<file path="src/rtl/d_sram_like_bridge.sv">
// d_sram_like_bridge: turns the MEM-stage single-cycle SRAM access into an sram_like req/addr_ok/data_ok transaction
//   clk, rst                     : clock, async active-high reset
//   cpu_data_en/wen/addr/wdata   : MEM-stage request (wen==0 means read)
//   cpu_longest_stall            : pipeline frozen by another source
//   cpu_data_rdata, cpu_data_stall : read data held until next capture, stall to hazard unit
//   data_req/wr/size/addr/wdata  : sram_like request channel
//   data_addr_ok/data_ok/rdata   : sram_like handshakes and read data
module d_sram_like_bridge #(
  parameter bit MAP_KSEG = 1'b1
) (
  input  logic        clk,
  input  logic        rst,
  input  logic        cpu_data_en,
  input  logic [3:0]  cpu_data_wen,
  input  logic [31:0] cpu_data_addr,
  input  logic [31:0] cpu_data_wdata,
  input  logic        cpu_longest_stall,
  output logic [31:0] cpu_data_rdata,
  output logic        cpu_data_stall,
  output logic        data_req,
  output logic        data_wr,
  output logic [1:0]  data_size,
  output logic [31:0] data_addr,
  output logic [31:0] data_wdata,
  input  logic        data_addr_ok,
  input  logic        data_data_ok,
  input  logic [31:0] data_rdata
);
  typedef enum logic [1:0] {IDLE, ADDR, DATA, DONE} state_t;
  state_t state, state_n;
  logic [31:0] rdata_buf, addr_q, wdata_q, addr_c, addr_a;
  logic [1:0] size_q, size_c;
  logic wr_q, wr_c, idle;
  assign idle = state == IDLE;
  assign wr_c = |cpu_data_wen;
  always_comb begin
    size_c = (cpu_data_wen == 4'b0011 || cpu_data_wen == 4'b1100) ? 2'd1 :
             (cpu_data_wen == 4'b0001 || cpu_data_wen == 4'b0010 ||
              cpu_data_wen == 4'b0100 || cpu_data_wen == 4'b1000) ? 2'd0 : 2'd2;
    addr_a = wr_c ? cpu_data_addr : {cpu_data_addr[31:2], 2'b00};
    addr_c = (MAP_KSEG && addr_a[31:30] == 2'b10) ? {3'b000, addr_a[28:0]} : addr_a;
  end
  always_comb begin
    state_n = state;
    case (state)
      IDLE: state_n = cpu_data_en ? (data_addr_ok ? DATA : ADDR) : IDLE;
      ADDR: state_n = data_addr_ok ? DATA : ADDR;
      DATA: state_n = data_data_ok ? DONE : DATA;
      DONE: state_n = cpu_longest_stall ? DONE : IDLE;
      default: state_n = IDLE;
    endcase
  end
  always_ff @(posedge clk or posedge rst) begin
    if (rst) begin
      state     <= IDLE;
      rdata_buf <= '0;
      addr_q    <= '0;
      wdata_q   <= '0;
      size_q    <= '0;
      wr_q      <= 1'b0;
    end else begin
      state <= state_n;
      if (idle && cpu_data_en) begin
        addr_q  <= addr_c;
        wdata_q <= cpu_data_wdata;
        size_q  <= size_c;
        wr_q    <= wr_c;
      end
      if (state == DATA && data_data_ok) rdata_buf <= data_rdata;
    end
  end
  // rst gating drops req/stall in the same cycle reset is raised, not at the next edge
  assign data_req       = ~rst & ((idle & cpu_data_en) | (state == ADDR));
  assign data_wr        = idle ? wr_c : wr_q;
  assign data_size      = idle ? size_c : size_q;
  assign data_addr      = idle ? addr_c : addr_q;
  assign data_wdata     = idle ? cpu_data_wdata : wdata_q;
  assign cpu_data_stall = ~rst & cpu_data_en & (state != DONE);
  assign cpu_data_rdata = rdata_buf;
endmodule

</file>
<file path="config.mk">
export PLATFORM = sky130hd
export DESIGN_NAME = d_sram_like_bridge
export DESIGN_NICKNAME = d
export VERILOG_FILES = /design/src/rtl/d_sram_like_bridge.sv
export SDC_FILE = /design/constraint.sdc
export NUM_CORES = 1
export LEC_CHECK = 0
export CORE_MARGIN = 3
export CORE_UTILIZATION = 39
export DETAILED_ROUTE_END_ITERATION = 8
export HOLD_SLACK_MARGIN = 0.06
export PLACE_DENSITY = 0.78
export SLEW_MARGIN = 0
export SYNTH_ARGS = -nofsm -noshare
export SYNTH_HDL_FRONTEND = slang
export SYNTH_SLANG_ARGS = --single-unit
</file>
<file path="constraint.sdc">
create_clock -name clk -period 4.1 [get_ports clk]
set_input_delay 0.82 -clock clk [delete_from_list [all_inputs] [get_ports clk]]
set_output_delay 0.82 -clock clk [all_outputs]
set_load 0.03 [all_outputs]
</file>
# Yosys cells after proc, flatten, opt, wreduce, memory -nomap -nowiden
# Cells that the tools add are included.
# totals
reg_bits	101
input_bits	106
out_inout_bits	101
elab_cells	44
# classes
eq_ne	11
mux	13
n_bitwise	6
n_reduce_logical	8
# ops
operator	n
two-way mux 32 bit	3
two-way mux 2 bit	7
== test 4 x 2 -> 1 bit (second input constant)	2
== test 4 bit (second input constant)	2
one-hot mux 2 bit (4 select lines)	1
== test 2 bit (second input constant)	3
AND 1 bit	4
== test 4 x 1 -> 1 bit (second input constant)	1
== test 4 x 3 -> 1 bit (second input constant)	1
logical OR 1 bit	4
OR reduction 4 bit	1
== test 2 x 1 -> 1 bit (second input constant)	1
logical AND 1 bit	2
zero test 2 bit	1
two-way mux 1 bit	2
inequality test 2 bit (second input constant)	1
NOT 1 bit	1
OR 1 bit	1

# Depth between registers and ports, before layout
# depth
ltp_word	7
depth_mapped	6
mapped_depth_nobuf	3

# Worst setup path after synthesis
# No wires, ideal clock.
# synth_path
path_kind	input -> output
start	input rst
end	output cpu_data_stall
arrival_ns	3.516
t_required_ns	3.280
path_slack_ns	-0.236
path_stages	2
cell_sequence	inv_1 > and3_1
# synth_between
elab_chain_cells	3
# synth_lines
item	line_no	source
from (decl)	12	input logic rst,
NOT 1 bit	78	assign cpu_data_stall = ~rst & cpu_data_en & (state != DONE);
AND 1 bit (2 in a row)	78	
to (decl)	19	output logic cpu_data_stall,
# Every way passes these cells.

# Worst setup path after layout
# layout_path
start	input cpu_data_wen[1]
end	output data_addr[1]
# layout_between
elab_chain_cells	4
# layout_lines
item	line_no	source
from (decl)	14	input logic [3:0] cpu_data_wen,
OR reduction 4 bit	35	assign wr_c = |cpu_data_wen;
two-way mux 2 bit	40	addr_a = wr_c ? cpu_data_addr : {cpu_data_addr[31:2], 2'b00};
two-way mux 32 bit	41	addr_c = (MAP_KSEG && addr_a[31:30] == 2'b10) ? {3'b000, addr_a[28:0]} : addr_a;
two-way mux 32 bit	76	assign data_addr = idle ? addr_c : addr_q;
to (decl)	23	output logic [31:0] data_addr,
# Every way passes these cells.

==> run_results.csv <==
group,metric,value,unit
outcome,status,"finished clean",
floorplanning,rows,40,
route,ant_nets,0,
sta,finClkSkew,0.00748,ns
grt,grt_pass1_wl,21100,um
cells_and_area,final_common_cell,"clkdlybuf4s50_1",
clock_tree,cts_hold_buffers,0,
sta,worst_pin_slew,0.778,ns
yosys,synth_top_area_frac,0.522,
setup_path,critPathArrivalTime,2.76,ns
floorplanning,start_util,0.402,
route,wl_per_cell,15.7,um
sta,worst_slack,0.520,ns
route,wl_met3,742,um
route,wl_met2,6660,um
clock_tree,cts_tree,"built",
floorplanning,die_w,117,um
clock_tree,clock_latency,0.34,ns
grt,grt-ovfl-total,0,
sta,slew_viol_final,0,
sta,slew-limit-headroom,0.481,
cells_and_area,layout_common_cells,"clkdlybuf4s50_1, nand2_1, dfrtp_1, mux2_4, mux2_2",
grt,antenna_found_initial,0,
route,first_iter_violations,192,
grt,track_usage,0.187,
cells_and_area,area_growth_syn_to_layout,51.4,%
setup_path,crit_type,"primary input to output port",
grt,grt_pass1_vias,4094,
placed_design,portBuffers,206,
clock_tree,cts_setup_buffers,0,
grt,grt_max_degree,60,
floorplanning,die_h,117,um
floorplanning,fp.coreArea,12100,sq um
yosys,synth_nets,561,
clock_tree,cts-root-buf,"clkbuf_16",
route,wl_met1,5390,um
yosys,syn_area,4840,sq um
sta,hold_viol,0,
clock_tree,clk_pin_slew_worst_paths,0.07,ns
setup_path,crit_fanout,5,
placed_design,pre_cts_ws,0.520,ns
setup_path,cp-startpoint,"cpu_data_wen[1]",
route,drc,0,
sta,finalCritPeriodShare,0.873,
yosys,yosys-top-cells-area,"dfrtp_1, nand2_1, mux2_4",
yosys,yosys_warnings,0,
power,power_density,965,nW/um^2
route,viasPerCell,4.74,
yosys,synth_cell_types,23,
route,top_layer_used,"met4",
floorplanning,die_area,13800,sq um
clock_tree,cts_buffers,9,
flow_run,cap_viol_max_count,0,
yosys,synth_top_cell_by_area,"dfrtp_1",
yosys,synth_cells,455,
cells_and_area,antenna_cells,0,
yosys,ys_seq_elements,101,
cells_and_area,layout.nets,758,
setup_path,rr_startpoint,"state[1]",
setup_path,critPathCaptureType,"output port",
cells_and_area,drive_gt1_frac,0.181,
route,drt_wl_total,13000,um
yosys,avgSynthCellArea,10.6,sq um
power,total_leakage_power,3.44,nW
sta,final.setup.tns,0,ns
setup_path,worstPathRequired,3.28,ns
sta,setup_viol,0,
clock_tree,clock-sinks,101,
sta,rsz0062_at_grt,"no",
worst_hold_path,hp-class,"flop to flop",
worst_hold_path,hold_path_startpoint,"size_q[0]",
yosys,ys_seq_area_frac,0.522,
placed_design,hpwl,9350,um
clock_tree,cts_resized,0,
clock_tree,clock_path_buffers,2,
route,dr.pass1.iters,4,
clock_tree,htree_levels,3,
floorplanning,num_io_pins,207,
power,ir_drop,0.000476,V
placed_design,gp_congestion,0.739,
route,vias,3913,
sta,fmax,279,MHz
setup_path,cp-start-kind,"primary input",
sta,min_period,3.58,ns
==> cell families (layout without fill, tap and decap cells) <==
family / count (synthesis) / after routing / synth area share
xor+xnor: 1 / 1 / 0.00181
buf+inv: 29 / 231 / 0.0346
compound gates: 20 / 20 / 0.0220
simple gates: 212 / 212 / 0.170
mux: 92 / 92 / 0.249
flops: 101 / 101 / 0.522
==> stage by stage <==
step,power (mW),cell area (sq um),hold slack (ns),cells,utilization
detailed placement,6.30,7050,0.470,809,0.584
global placement,6.20,7050,0.463,809,0.584
finish,7.08,7340,0.486,825,0.608
global route,7.47,7340,0.514,825,0.608
CTS,7.14,7340,0.486,825,0.608
floorplan,4.57,4850,0.450,455,-
==> synthesized netlist by cell type <==
library cell	number
buf_2	5
o21ai_0	17
nor4_1	1
buf_6	7
nor2_1	4
clkbuf_1	15
or4_1	1
or2_2	1
a31oi_1	1
nor3_1	1
o211ai_1	1
mux2_2	46
nand2b_1	1
inv_1	2
xor2_1	1
nand2_1	199
o31ai_1	1
and3_1	1
mux2_4	46
nand3b_1	1
dfrtp_1	101
nor4bb_1	1
or3b_1	1
==> registers in the layout (all words and copies together) (netlist names) <==
register        cells
addr_q             32
cpu_data_rdata     32
size_q              2
state               2
wdata_q            32
wr_q                1
==> final timing paths <==
| kind | end | slack, ns | cells past startpoint |
|---|---|---|---|
| setup / recovery | data_addr[1] | 0.52 | 5 |
| hold / removal | size_q[0] | 0.49 | 2 |
| setup reg to reg | addr_q[26] | 2.04 | 3 |
| hold reg to reg | size_q[0] | 0.49 | 2 |
| max in group asynchronous | addr_q[1] | 1.87 | 4 |
| min in group asynchronous | addr_q[24] | 1.03 | 3 |
==> routing by layer <==
layer,GRT usage,up-vias
li1,-,1871
met1,0.223,1889
met2,0.338,140
met3,0.0399,13
met4,0.0579,0
met5,0,-
==> worst max-delay path, stage by stage <==
cell,delay (ns)
clkdlybuf4s50_1,0.48
or4_1,0.64
nand2_1,0.12
o21ai_0,0.08
clkdlybuf4s50_1,0.61
==> area by class of cell <==
| class | count | area [sq um] |
|---|---|---|
| fillers | 1012 | 4730 |
| flip-flops and latches | 101 | 2530 |
| multi-input cells | 325 | 2160 |
| repair buffers | 213 | 2140 |
| clock buffers | 11 | 253 |
| well taps | 168 | 210 |
| clock inverters | 5 | 35.0 |
| inverters | 2 | 11.3 |
==> power breakdown <==
part	leakage (nW)	internal [mW]	switching, mW
combinational	2.10	2.03	2.44
clock	0.141	0.445	0.368
sequential	1.20	1.51	0.295
No activity file was read; power rests on OpenSTA's default activity.
